File: src/rtl/stopwatch_pkg.sv
// Shared types and segment encoding for the stopwatch display link.
// Segment byte layout is {dp,g,f,e,d,c,b,a}, active-high.
package stopwatch_pkg;

  typedef enum logic [1:0] {
    IDLE,
    LOAD,
    SHIFT,
    LATCH
  } tx_state_t;

  localparam logic [6:0] SEG_BLANK = 7'h00;

  // BCD to {g,f,e,d,c,b,a}; non-decimal codes blank the digit
  function automatic logic [6:0] bcd_to_seg(input logic [3:0] bcd);
    logic [6:0] seg;
    case (bcd)
      4'd0:    seg = 7'h3F;
      4'd1:    seg = 7'h06;
      4'd2:    seg = 7'h5B;
      4'd3:    seg = 7'h4F;
      4'd4:    seg = 7'h66;
      4'd5:    seg = 7'h6D;
      4'd6:    seg = 7'h7D;
      4'd7:    seg = 7'h07;
      4'd8:    seg = 7'h7F;
      4'd9:    seg = 7'h6F;
      default: seg = SEG_BLANK;
    endcase
    return seg;
  endfunction

endpackage

File: src/rtl/seven_seg_serial_tx_enc.sv
// One-digit 7-segment encoder: BCD plus decimal point to a display byte.
// Purely combinational; one instance per digit in the transmitter.
module seg7_encoder
  import stopwatch_pkg::*;
(
  input  logic [3:0] bcd,
  input  logic       dp,
  output logic [7:0] seg
);

  assign seg = {dp, bcd_to_seg(bcd)};

endmodule

File: src/rtl/seven_seg_serial_tx.sv
// Serial transmitter for a 74HC595-style display chain.
// Encodes captured digits, shifts them MSB-first, then pulses the latch.
module seven_seg_serial_tx
  import stopwatch_pkg::*;
#(
  parameter int NUM_DIGITS = 4,
  parameter int CLK_DIV    = 4
) (
  input  logic                    clk,
  input  logic                    rst,
  input  logic                    start,
  input  logic [4*NUM_DIGITS-1:0] digits_bcd,
  input  logic [NUM_DIGITS-1:0]   dp,
  output logic                    busy,
  output logic                    done,
  output logic                    ser_data,
  output logic                    ser_clk,
  output logic                    ser_latch
);

  localparam int N  = 8 * NUM_DIGITS;
  localparam int DW = $clog2(CLK_DIV) + 1;
  localparam int BW = $clog2(N);

  localparam logic [DW-1:0] DIV_HI  = DW'(CLK_DIV - 1);
  localparam logic [DW-1:0] DIV_END = DW'(2 * CLK_DIV - 1);
  localparam logic [BW-1:0] BIT_END = BW'(N - 1);

  tx_state_t               state_q, state_d;
  logic [DW-1:0]           div_q, div_d;
  logic [BW-1:0]           bit_q, bit_d;
  logic [N-2:0]            sreg_q, sreg_d;
  logic [4*NUM_DIGITS-1:0] dig_q, dig_d;
  logic [NUM_DIGITS-1:0]   dp_q, dp_d;
  logic                    data_q, data_d;
  logic                    sclk_q, sclk_d;
  logic                    latch_q, latch_d;
  logic                    busy_q, busy_d;
  logic                    done_q, done_d;
  logic [N-1:0]            frame;

  // Per-digit encoders; digit k lands in byte k so the top digit leaves first
  for (genvar k = 0; k < NUM_DIGITS; k++) begin : g_enc
    seg7_encoder u_enc (
      .bcd (dig_q[4*k +: 4]),
      .dp  (dp_q[k]),
      .seg (frame[8*k +: 8])
    );
  end

  // Next-state and next-output logic for the frame sequencer
  always_comb begin
    state_d = state_q;
    div_d   = div_q;
    bit_d   = bit_q;
    sreg_d  = sreg_q;
    dig_d   = dig_q;
    dp_d    = dp_q;
    data_d  = data_q;
    sclk_d  = sclk_q;
    latch_d = latch_q;
    busy_d  = busy_q;
    done_d  = 1'b0;
    case (state_q)
      IDLE: begin
        if (start) begin
          dig_d   = digits_bcd;
          dp_d    = dp;
          busy_d  = 1'b1;
          state_d = LOAD;
        end
      end
      LOAD: begin
        data_d  = frame[N-1];
        sreg_d  = frame[N-2:0];
        sclk_d  = 1'b0;
        div_d   = '0;
        bit_d   = '0;
        state_d = SHIFT;
      end
      SHIFT: begin
        div_d = div_q + DW'(1);
        if (div_q == DIV_HI) begin
          sclk_d = 1'b1;
        end
        if (div_q == DIV_END) begin
          div_d  = '0;
          sclk_d = 1'b0;
          if (bit_q == BIT_END) begin
            bit_d   = '0;
            data_d  = 1'b0;
            latch_d = 1'b1;
            state_d = LATCH;
          end else begin
            bit_d  = bit_q + BW'(1);
            data_d = sreg_q[N-2];
            sreg_d = {sreg_q[N-3:0], 1'b0};
          end
        end
      end
      LATCH: begin
        div_d = div_q + DW'(1);
        if (div_q == DIV_HI) begin
          div_d   = '0;
          latch_d = 1'b0;
          busy_d  = 1'b0;
          done_d  = 1'b1;
          state_d = IDLE;
        end
      end
      default: begin
        state_d = IDLE;
      end
    endcase
  end

  // State and registered outputs; reset aborts any frame in flight
  always_ff @(posedge clk or posedge rst) begin
    if (rst) begin
      state_q <= IDLE;
      div_q   <= '0;
      bit_q   <= '0;
      sreg_q  <= '0;
      dig_q   <= '0;
      dp_q    <= '0;
      data_q  <= 1'b0;
      sclk_q  <= 1'b0;
      latch_q <= 1'b0;
      busy_q  <= 1'b0;
      done_q  <= 1'b0;
    end else begin
      state_q <= state_d;
      div_q   <= div_d;
      bit_q   <= bit_d;
      sreg_q  <= sreg_d;
      dig_q   <= dig_d;
      dp_q    <= dp_d;
      data_q  <= data_d;
      sclk_q  <= sclk_d;
      latch_q <= latch_d;
      busy_q  <= busy_d;
      done_q  <= done_d;
    end
  end

  assign busy      = busy_q;
  assign done      = done_q;
  assign ser_data  = data_q;
  assign ser_clk   = sclk_q;
  assign ser_latch = latch_q;

endmodule

File: config.mk
export PLATFORM = sky130hd
export DESIGN_NAME = seven_seg_serial_tx
export DESIGN_NICKNAME = d
export VERILOG_FILES = /design/src/rtl/stopwatch_pkg.sv /design/src/rtl/seven_seg_serial_tx_enc.sv /design/src/rtl/seven_seg_serial_tx.sv
export SDC_FILE = /design/constraint.sdc
export NUM_CORES = 1
export LEC_CHECK = 0
export BUFFER_PORTS_ARGS = -buffer_cell sky130_fd_sc_hd__buf_2
export CORE_UTILIZATION = 35
export CTS_CLUSTER_SIZE = 24
export DETAILED_ROUTE_END_ITERATION = 16
export HOLD_SLACK_MARGIN = 0.05
export PLACE_DENSITY = 0.52
export SYNTH_ARGS = -nofsm -noshare
export SYNTH_HDL_FRONTEND = slang
export SYNTH_HIERARCHICAL = 1
export SYNTH_SLANG_ARGS = --single-unit
export TNS_END_PERCENT = 10
File: constraint.sdc
create_clock -name clk -period 4.7 [get_ports clk]
set_clock_uncertainty 0.15 [all_clocks]
set_input_delay 0.235 -clock clk [delete_from_list [all_inputs] [get_ports clk]]
set_output_delay 0.235 -clock clk [all_outputs]
set_load 0.05 [all_outputs]
# [Word-level counts from Yosys, hierarchy flattened]
# Memories as Yosys holds them, arrays and structs flattened.
# Index checks and enable logic that the tools add are counted.
[totals] register_bits=66 word_cells=69 mem_bits_ro=448 inputBits=23 output_inout_bits=5 memories=4
[mem_list] name="(no name shown)" depth=16 word_bits=7 rd=1 rd_ports_with_merged_regs=0 wr=0 line_no="stopwatch_pkg.sv:17" text="case (bcd)"
[mem_list] name="(no name shown)" depth=16 word_bits=7 rd=1 rd_ports_with_merged_regs=0 wr=0 line_no="stopwatch_pkg.sv:17"
[mem_list] name="(no name shown)" depth=16 word_bits=7 rd=1 rd_ports_with_merged_regs=0 wr=0 line_no="stopwatch_pkg.sv:17"
[mem_list] name="(no name shown)" depth=16 word_bits=7 rd=1 rd_ports_with_merged_regs=0 wr=0 line_no="stopwatch_pkg.sv:17"
[classes] eq_ne=12 reduce_logical=12 n_addsub=2 muxes=28
[op_table] cell="two-way mux 31 bit" count=2
[op_table] cell="one-hot mux 31 bit (2 select lines)" count=1
[op_table] cell="two-way mux 1 bit" count=10
[op_table] cell="two-way mux 5 bit" count=2
[op_table] cell="inequality test 2 bit, second input constant" count=5
[op_table] cell="one-hot mux 5 bit (2 select lines)" count=1
[op_table] cell="one-hot mux 3 bit (3 select lines)" count=1
[op_table] cell="two-way mux 2 bit" count=4
[op_table] cell="one-hot mux 1 bit (2 select lines)" count=4
[op_table] cell="one-hot mux 2 bit (4 select lines)" count=1
[op_table] cell="AND reduction 4 bit" count=2
[op_table] cell="two-way mux 3 bit" count=2
[op_table] cell="AND reduction 2 bit" count=3
[op_table] cell="AND reduction 3 bit" count=2
[op_table] cell="nonzero test 2 bit" count=3
[op_table] cell="adder 5 x 1 -> 5 bit, second input constant" count=1
[op_table] cell="equality test 5 bit, second input constant" count=1
[op_table] cell="equality test 2 bit, second input constant" count=2
[op_table] cell="adder 3 x 1 -> 3 bit, second input constant" count=1
[op_table] cell="equality test 3 x 2 -> 1 bit, second input constant" count=1
[op_table] cell="equality test 3 bit, second input constant" count=1
[op_table] cell="inequality test 3 bit, second input constant" count=1
[op_table] cell="nonzero test 3 bit" count=1
[op_table] cell="equality test 2 x 1 -> 1 bit, second input constant" count=1
[op_table] cell="zero test 2 bit" count=1

# [Longest topological paths before layout]
# Gate-level depths: netlist of the first run.
[depth] depth_word=4 depth_mapped=8 depth_no_buf=7

# [Cells and area by module]
# The synthesis of the first run kept the hierarchy.
[modules_own_cells] mod="seven_seg_serial_tx" instances=1 seq_area_each_um2=1651.6 cells_per_inst=264 area_per_inst_um2=3040.4
[modules_own_cells] mod="seg7_encoder" instances=4 seq_area_each_um2=0.0 cells_per_inst=29 area_per_inst_um2=226.5

# [Worst setup path before layout of the first run]
# OpenSTA, ideal clock, no wires.
[synth_path] path_type="reg2reg" startpoint="reg bit_q[0]" endpoint="reg sreg_q[10]" path_buffers=1 setup_ns=0.126 period_less_slack_ns=1.888 stages_incl_launch_ff=8 path_slack_ns=2.812 required_ns=4.424 arrival_time_ns=1.612 cell_sequence="dfrtp_1 -> ha_1 -> and3_1 -> ha_1 -> nand2b_2 -> o22ai_4 -> buf_2 -> a21oi_1"
[synth_via] elab_chain_cells=3
[synth_rtl] element="from (decl)" line_no="seven_seg_serial_tx.sv:31" text="logic [BW-1:0] bit_q, bit_d;"
[synth_rtl] element="from (signal assigned)" line_no="seven_seg_serial_tx.sv:134" text="bit_q <= bit_d;"
[synth_rtl] element="equality test 5 bit" line_no="seven_seg_serial_tx.sv:89" text="if (bit_q == BIT_END) begin"
[synth_rtl] element="inequality test 2 bit (no source line)"
[synth_rtl] element="AND reduction 3 bit (no source line)"
[synth_rtl] element="to (signal assigned)" line_no="seven_seg_serial_tx.sv:135" text="sreg_q <= sreg_d;"
[synth_rtl] element="to (decl)" line_no="seven_seg_serial_tx.sv:32" text="logic [N-2:0] sreg_q, sreg_d;"
# No other way between the ends.
# A chain may end at the register's enable or synchronous reset.

# [Final worst setup path of the first run]
[layout_path] startpoint="reg state_q[0]" endpoint="reg sreg_q[15]"
[layout_via] elab_chain_cells=3 word_cells_on_any_way=7 cone_classes="eq/ne: 4; mux: 1; reduce/logical: 2"
[layout_rtl] element="from (decl)" line_no="seven_seg_serial_tx.sv:29" text="tx_state_t state_q, state_d;"
[layout_rtl] element="from (signal assigned)" line_no="seven_seg_serial_tx.sv:132" text="state_q <= state_d;"
[layout_rtl] element="equality test 2 bit or equality test 2 x 1 -> 1 bit (tied branches)" line_no="seven_seg_serial_tx.sv:64" text="case (state_q)"
[layout_rtl] element="inequality test 2 bit (no source line) or nonzero test 2 bit (tied branches)"
[layout_rtl] element="AND reduction 3 bit (no source line)"
# Parallel ways exist; a longest one is shown, timed or not.

==> impl_metrics.py, run 1 <==
metrics = {
    "worst_hold_path": {
        "hp-start": "start",
        "hold_class": "primary input to register",
        "worstHoldEndpoint": "busy",
        "min_path_cells": 4,
    },
    "setup_path": {
        "r2r-start": "state_q[0]",
        "worst-endpoint-arrival_ns": 2.77,
        "cp-end-kind": "register",
        "cp-start-kind": "register",
        "rrSetupSlack_ns": 2.03,
        "worst-path-max-fanout": 35,
        "critPathRequiredTime_ns": 4.80,
        "cp-startpoint": "state_q[0]",
        "rr_worst_depth": 7,
        "regToRegEndpoint": "sreg_q[15]",
        "crit_type": "register to register",
    },
    "routing": {
        "first_pass_iters": 4,
        "via_count": 2670,
        "route.detailed.drc": 0,
        "postRouteAntennaNets": 0,
        "viasPerCell": 4.78,
        "routed_wl_um": 7120,
        "drtIter0Drc": 79,
        "drt-wirelength-per-cell_um": 12.7,
    },
    "clock_tree": {
        "post_cts.repair.setup_buffers": 0,
        "ctsHoldBuffers": 21,
        "htree_num_levels": 3,
        "cts_sinks": 66,
        "numCtsBuffers": 9,
        "cts_tree": "built",
        "worstSkewPairLatency_ns": 0.32,
        "root_buffer": "clkbuf_16",
        "clock_path_buffers": 2,
        "clkTransAtPathRegs_ns": 0.05,
        "ctsResizeCount": 0,
    },
    "place": {
        "gp_congestion": 0.735,
        "hpwl_um": 4710,
        "dpl.cell_count": 525,
        "numPortBuffers": 27,
    },
    "layout": {
        "multi_input_area_mm2": 0.00198,
        "synthToLayoutAreaGrowth_pct": 15.3,
        "stdcell_count": 559,
        "drive_above_1_share_pct": 19.6,
        "final_nets": 474,
        "fill_cells": 1079,
        "register_area_mm2": 0.00165,
        "n_antenna_cell": 0,
    },
    "sta": {
        "grt_setup_unrepaired": "false",
        "slew_violations": 0,
        "finalSetupViolations": 0,
        "fin_crit_ns": 2.67,
        "slew_headroom_pct": 32.3,
        "tightest_slew_ns": 1.01,
        "fin_crit_sh_pct": 56.9,
        "hold_viol": 0,
        "tns_ns": 0,
        "fmax_ghz": 0.374,
    },
    "synthesis": {
        "synth_cells": 380,
        "synth-xor-area-share_pct": 0.888,
        "yosysWarnings": 6,
        "avgSynthCellArea_um2": 10.4,
        "ys_seq_elements": 66,
        "synth_compound_area_share_pct": 14.6,
        "synth_top_family_by_area": "multiplexers",
        "synth_nets": 437,
        "yosys.area_share.simple_pct": 8.50,
        "synthAdderAreaFrac_pct": 10.8,
        "yosysUniqueCellTypes": 36,
        "synth_seq_area_share_pct": 41.9,
        "synthesis.area_mm2": 0.00395,
        "muxShareOfSynthArea_pct": 15.4,
    },
    "grt": {
        "grt.overflow.total": 0,
        "grt_max_degree": 58,
        "grt_pass1_vias": 2707,
        "grt_antenna_before_repair": 0,
        "grt_pass1_wl_um": 12500,
        "grt_usage_pct": 13.7,
    },
    "die": {
        "dieArea_mm2": 0.0117,
        "coreArea_mm2": 0.0109,
        "die_h_um": 108,
        "fp-row-count": 38,
        "dieWidth_um": 108,
        "io_pins": 28,
        "start_util_pct": 36.1,
    },
    "pwr": {
        "p_per_area_mw_per_mm2": 264,
        "ir_drop_v": 0.000149,
        "leakagePower_nw": 2.32,
    },
    "job": {
        "drv_cap": 0,
    },
    "outcome": {
        "outcome": "finished, final reports clean",
    },
}
[cell families after synthesis]
logic type / count (synthesis)
fa+ha+maj: 34
xor+xnor: 4
flops: 66
mux: 58
compound gates: 96
simple gates: 68
buf+inv: 54
[critical path: stages (launching register included)]
cell and delay [ns]:
dfrtp_1 0.41, inv_1 0.12, ha_2 0.58, nand2b_2 0.20, o22ai_4 0.50, buf_4 0.43, nor2_1 0.07, a21oi_1 0.12
[per-layer routing]
layer	up-vias	routed length [µm]	GRT usage [%]
li1	1378	-	-
met1	1260	3460	16.5
met2	26	3370	23.4
met3	6	209	4.58
met4	0	73	3.82
met5	-	0	0
[Yosys cell counts (all sizes together)]
cell type	count	area share (%)
and2	1	0.16
o22ai	22	3.8
o32a	1	0.25
mux2i	35	8.9
o31ai	1	0.19
nand3b	2	0.38
xnor2	4	0.89
nand3	2	0.25
a21oi	42	5.3
nand2	8	0.82
nor2b	2	0.32
a21o	5	1.1
a22oi	1	0.19
ha	34	11
a22o	3	0.67
o21a	4	0.76
mux2	23	6.6
a31oi	1	0.16
and3	1	0.16
dfrtp	66	42
nor2	43	4.2
o21ai	15	1.9
o211a	1	0.25
buf	25	5.2
inv	29	2.8
nand2b	8	2.1
nor4	1	0.16
[cells in the final DEF, fill, tap and decap left out, drive strengths merged, types with 3 or more instances in the layout]
| cell type | count |
|---|---|
| o21a | 4 |
| o22ai | 22 |
| o21ai | 15 |
| a21oi | 42 |
| nor2 | 43 |
| dlygate4sd3 | 21 |
| a22o | 3 |
| xnor2 | 4 |
| dfrtp | 66 |
| a21o | 5 |
| mux2 | 23 |
| clkbuf | 13 |
| nand2b | 8 |
| buf | 30 |
| inv | 29 |
| ha | 34 |
| nand2 | 8 |
| mux2i | 35 |
[worst max path at each step]
stage	to	slack (ns)	cells after the start
finish	sreg_q[15]	2.03	7
CTS	sreg_q[12]	1.98	7
floorplan	bit_q[0]	2.66	1
global route	sreg_q[1]	1.73	7
global placement	sreg_q[15]	2.08	8
detailed placement	sreg_q[6]	1.98	7
[final cells by class]
class	instances	share of cell area, %
inverter	29	2.39
tap	140	3.85
clock buffer	13	5.72
sequential	66	36.3
multi-input combinational	260	43.6
timing repair buffer	51	8.09
[power by group]
part | switching, mW | leakage (nW) | internal, mW
Sequential | 0 | 0.898 | 0.569
Clock | 0.220 | 0.128 | 0.377
Combinational | 0.0157 | 1.29 | 0.0186
Total | 0.236 | 2.32 | 0.964
[per-stage QoR]
step | utilization [%] | total power, mW | setup WS (ns) | area [µm²] | hold WS, ns
finish | 41.6 | 1.20 | 2.03 | 4550 | 0.106
global route | 41.6 | 1.25 | 1.73 | 4550 | 0.126
CTS | 41.6 | 1.23 | 1.98 | 4550 | 0.0901
detailed placement | 37.3 | 0.601 | 1.98 | 4080 | 0.0108
global placement | 37.3 | 0.601 | 2.08 | 4080 | 0.00758
floorplan | - | 0.587 | 2.66 | 3950 | 0.236
[registers in the layout, summed over array words and instances, names as in the netlist]
signal     cells
sreg_q        31
dig_q         16
bit_q          5
dp_q           4
div_q          3
state_q        2
busy           1
done           1
ser_clk        1
ser_data       1
ser_latch      1
No activity file was read; power rests on OpenSTA's default activity.
==> run 2, diff against run 1 <==
ABC_AREA = 1   (was unset)
PLACE_DENSITY = 0.54   (was 0.52)
clock period = 2.21 ns   (was 4.7 ns; I/O delays follow)
==> run 2 against run 1 <==
Against the previous run:
- first-iteration DRC count increased by 100%
- clock-buffer cell count shrank 1
- final cell count up 40%
==> impl_metrics.py, run 2 <==
metrics = {
    "outcome": {
        "outcome": "finished, final reports clean",
    },
    "routing": {
        "first_pass_iters": 4,
        "postRouteAntennaNets": 0,
        "drt-wirelength-per-cell_um": 11.4,
        "drtIter0Drc": 158,
        "viasPerCell": 4.62,
        "route.detailed.drc": 0,
        "routed_wl_um": 8930,
        "via_count": 3625,
    },
    "place": {
        "hpwl_um": 5940,
        "numPortBuffers": 27,
        "gp_congestion": 0.806,
        "dpl_worst_slack_ns": 0.265,
        "dpl.cell_count": 746,
    },
    "synthesis": {
        "netlist_top_cells_count": "nand2_1 (341), dfrtp_1 (66), inv_1 (35), nand3_1 (35), ha_1 (34)",
        "synth_nets": 646,
        "synth_cells": 589,
        "avgSynthCellArea_um2": 7.01,
        "yosysUniqueCellTypes": 21,
        "synth_top_area_share_pct": 40.0,
        "synth_seq_area_share_pct": 40.0,
        "synth_edf_count": 0,
        "async_flop_share_pct": 100,
        "ys.flop_type": "dfrtp_1",
        "synthesis.area_mm2": 0.00413,
        "ys_seq_elements": 66,
        "synthMostInstantiatedCell": "nand2_1",
        "synth_area_leaders": "dfrtp_1 (40%), nand2_1 (31%), ha_1 (10%)",
        "yosysWarnings": 6,
        "synth.largest_area_cell": "dfrtp_1",
    },
    "sta": {
        "fin_crit_ns": 1.93,
        "hold_viol": 0,
        "finalSetupViolations": 0,
        "tns_ns": 0,
        "fin_crit_sh_pct": 87.4,
        "slew_violations": 0,
        "tightest_slew_ns": 0.365,
        "fmax_ghz": 0.518,
        "grt_setup_unrepaired": "false",
        "setup_ws_ns": 0.279,
        "slew_headroom_pct": 75.7,
    },
    "setup_path": {
        "crit_path_end": "sreg_q[0]",
        "regToRegEndpoint": "sreg_q[0]",
        "cp-startpoint": "bit_q[1]",
        "rrSetupSlack_ns": 0.28,
        "r2r-start": "bit_q[1]",
        "crit_type": "register to register",
        "critPathRequiredTime_ns": 2.27,
        "cp-start-kind": "register",
        "rr_worst_depth": 9,
        "worst-path-max-fanout": 32,
        "worst-endpoint-arrival_ns": 1.99,
        "cp-end-kind": "register",
    },
    "layout": {
        "stdcell_count": 784,
        "regMostFlops": "sreg_q",
        "drive_above_1_share_pct": 13.3,
        "final_common_cell": "nand2_1",
        "synthToLayoutAreaGrowth_pct": 18.6,
        "final_cell_mix": "nand2_1 (341), dfrtp_1 (66), nand3_1 (35)",
        "reg.largest.list": "sreg_q (31), dig_q (16), bit_q (5)",
        "final_nets": 693,
        "largest_reg_flops": 31,
        "n_antenna_cell": 0,
    },
    "clock_tree": {
        "worstSkewPairLatency_ns": 0.35,
        "clkTransAtPathRegs_ns": 0.06,
        "post_cts.repair.setup_buffers": 0,
        "ctsResizeCount": 0,
        "clock_path_buffers": 2,
        "cts_tree": "built",
        "root_buffer": "clkbuf_16",
        "numCtsBuffers": 9,
        "htree_num_levels": 3,
        "cts_sinks": 66,
    },
    "grt": {
        "grt_pass1_wl_um": 15800,
        "grt.overflow.total": 0,
        "grt_antenna_before_repair": 0,
        "grt_usage_pct": 15.9,
        "grt_max_degree": 67,
        "grt_pass1_vias": 3439,
    },
    "pwr": {
        "p_per_area_mw_per_mm2": 1490,
        "leakagePower_nw": 2.82,
        "ir_drop_v": 0.000580,
    },
    "job": {
        "drv_cap": 0,
    },
    "die": {
        "fp-row-count": 39,
        "io_pins": 28,
        "die_h_um": 111,
        "coreArea_mm2": 0.0115,
        "dieArea_mm2": 0.0122,
        "start_util_pct": 36.0,
        "dieWidth_um": 111,
    },
    "worst_hold_path": {
        "hold_class": "primary input to asynchronous set/reset pin",
    },
}
run 2: cell count changes after synthesis, moves of 21 or more:
cell,before,now
mux2_2,23,0
nand3_1,2,35
o22ai_1,21,0
a21oi_1,42,2
mux2i_1,35,0
nand2_1,7,341
nor2_1,42,7
run 2: stage by stage:
stage	hold WS [ns]	utilization (%)	cell area, µm²	power, mW
after floorplan	0.0701	-	4130	5.16
after global placement	0.0716	38.2	4380	5.86
after detailed placement	0.0698	38.2	4380	5.94
after CTS	0.256	42.7	4890	7.40
after global routing	0.298	42.7	4890	8.14
final	0.230	42.7	4890	7.29
run 2: power breakdown:
part           switching, mW  total [mW]  leakage [nW]  internal, mW
sequential             0.389        2.12         0.835          1.73
combinational           2.45        3.78          1.85          1.33
clock                  0.547        1.39         0.141         0.846
total                   3.38        7.29          2.82          3.91
run 2: repair_timing:
| action | 4_1_cts | 5_1_grt |
|---|---|---|
| endpoints found under the setup margin | 0 | 0 |
| endpoints found under the hold margin | 89 | 0 |
| hold buffers | 22 | 0 |
run 2: worst max-delay path, cell delays in order (launching register included):
cell	delay, ns
dfrtp_1	0.40
ha_1	0.20
nand2_1	0.09
nor2_1	0.05
ha_1	0.25
a21oi_2	0.22
nand2_2	0.05
buf_4	0.24
nand2_1	0.08
o21ai_0	0.07
run 2: kinds of logic after synthesis:
| logic type | after synthesis | share of synthesized area (%) |
|---|---|---|
| AO/OA/AOI/OAI | 16 | 2.27 |
| adder cells (fa/ha/maj) | 34 | 10.3 |
| buffers and inverters | 70 | 8.00 |
| flip-flops | 66 | 40.0 |
| AND/OR/NAND/NOR | 403 | 39.4 |
run 2: worst min path at each step:
stage,slack (ns),end,startpoint
CTS,0.26,state_q[0],rst
finish,0.23,done,rst
floorplan,0.07,dig_q[0],digits_bcd[0]
global route,0.30,done,rst
global placement,0.07,dig_q[1],rst
detailed placement,0.07,dig_q[1],rst
run 2: area by class of cell:
class                      count  area (µm²)
clock buffer                  12         267
clock inverter                 4        25.0
fill                        1146        6570
inverter                      45         169
multi-input combinational    453        2140
sequential                    66        1650
tap                          143         179
timing repair buffer          61         458
run 2: per-layer routing:
layer | share of wire (%) | wire length [µm] | up-vias | track usage (%)
li1 | - | - | 1885 | -
met1 | 50 | 4440 | 1668 | 20.7
met2 | 44 | 3960 | 58 | 25.2
met3 | 3.7 | 328 | 14 | 3.13
met4 | 2.2 | 195 | 0 | 7.73
met5 | 0 | 0 | - | 0
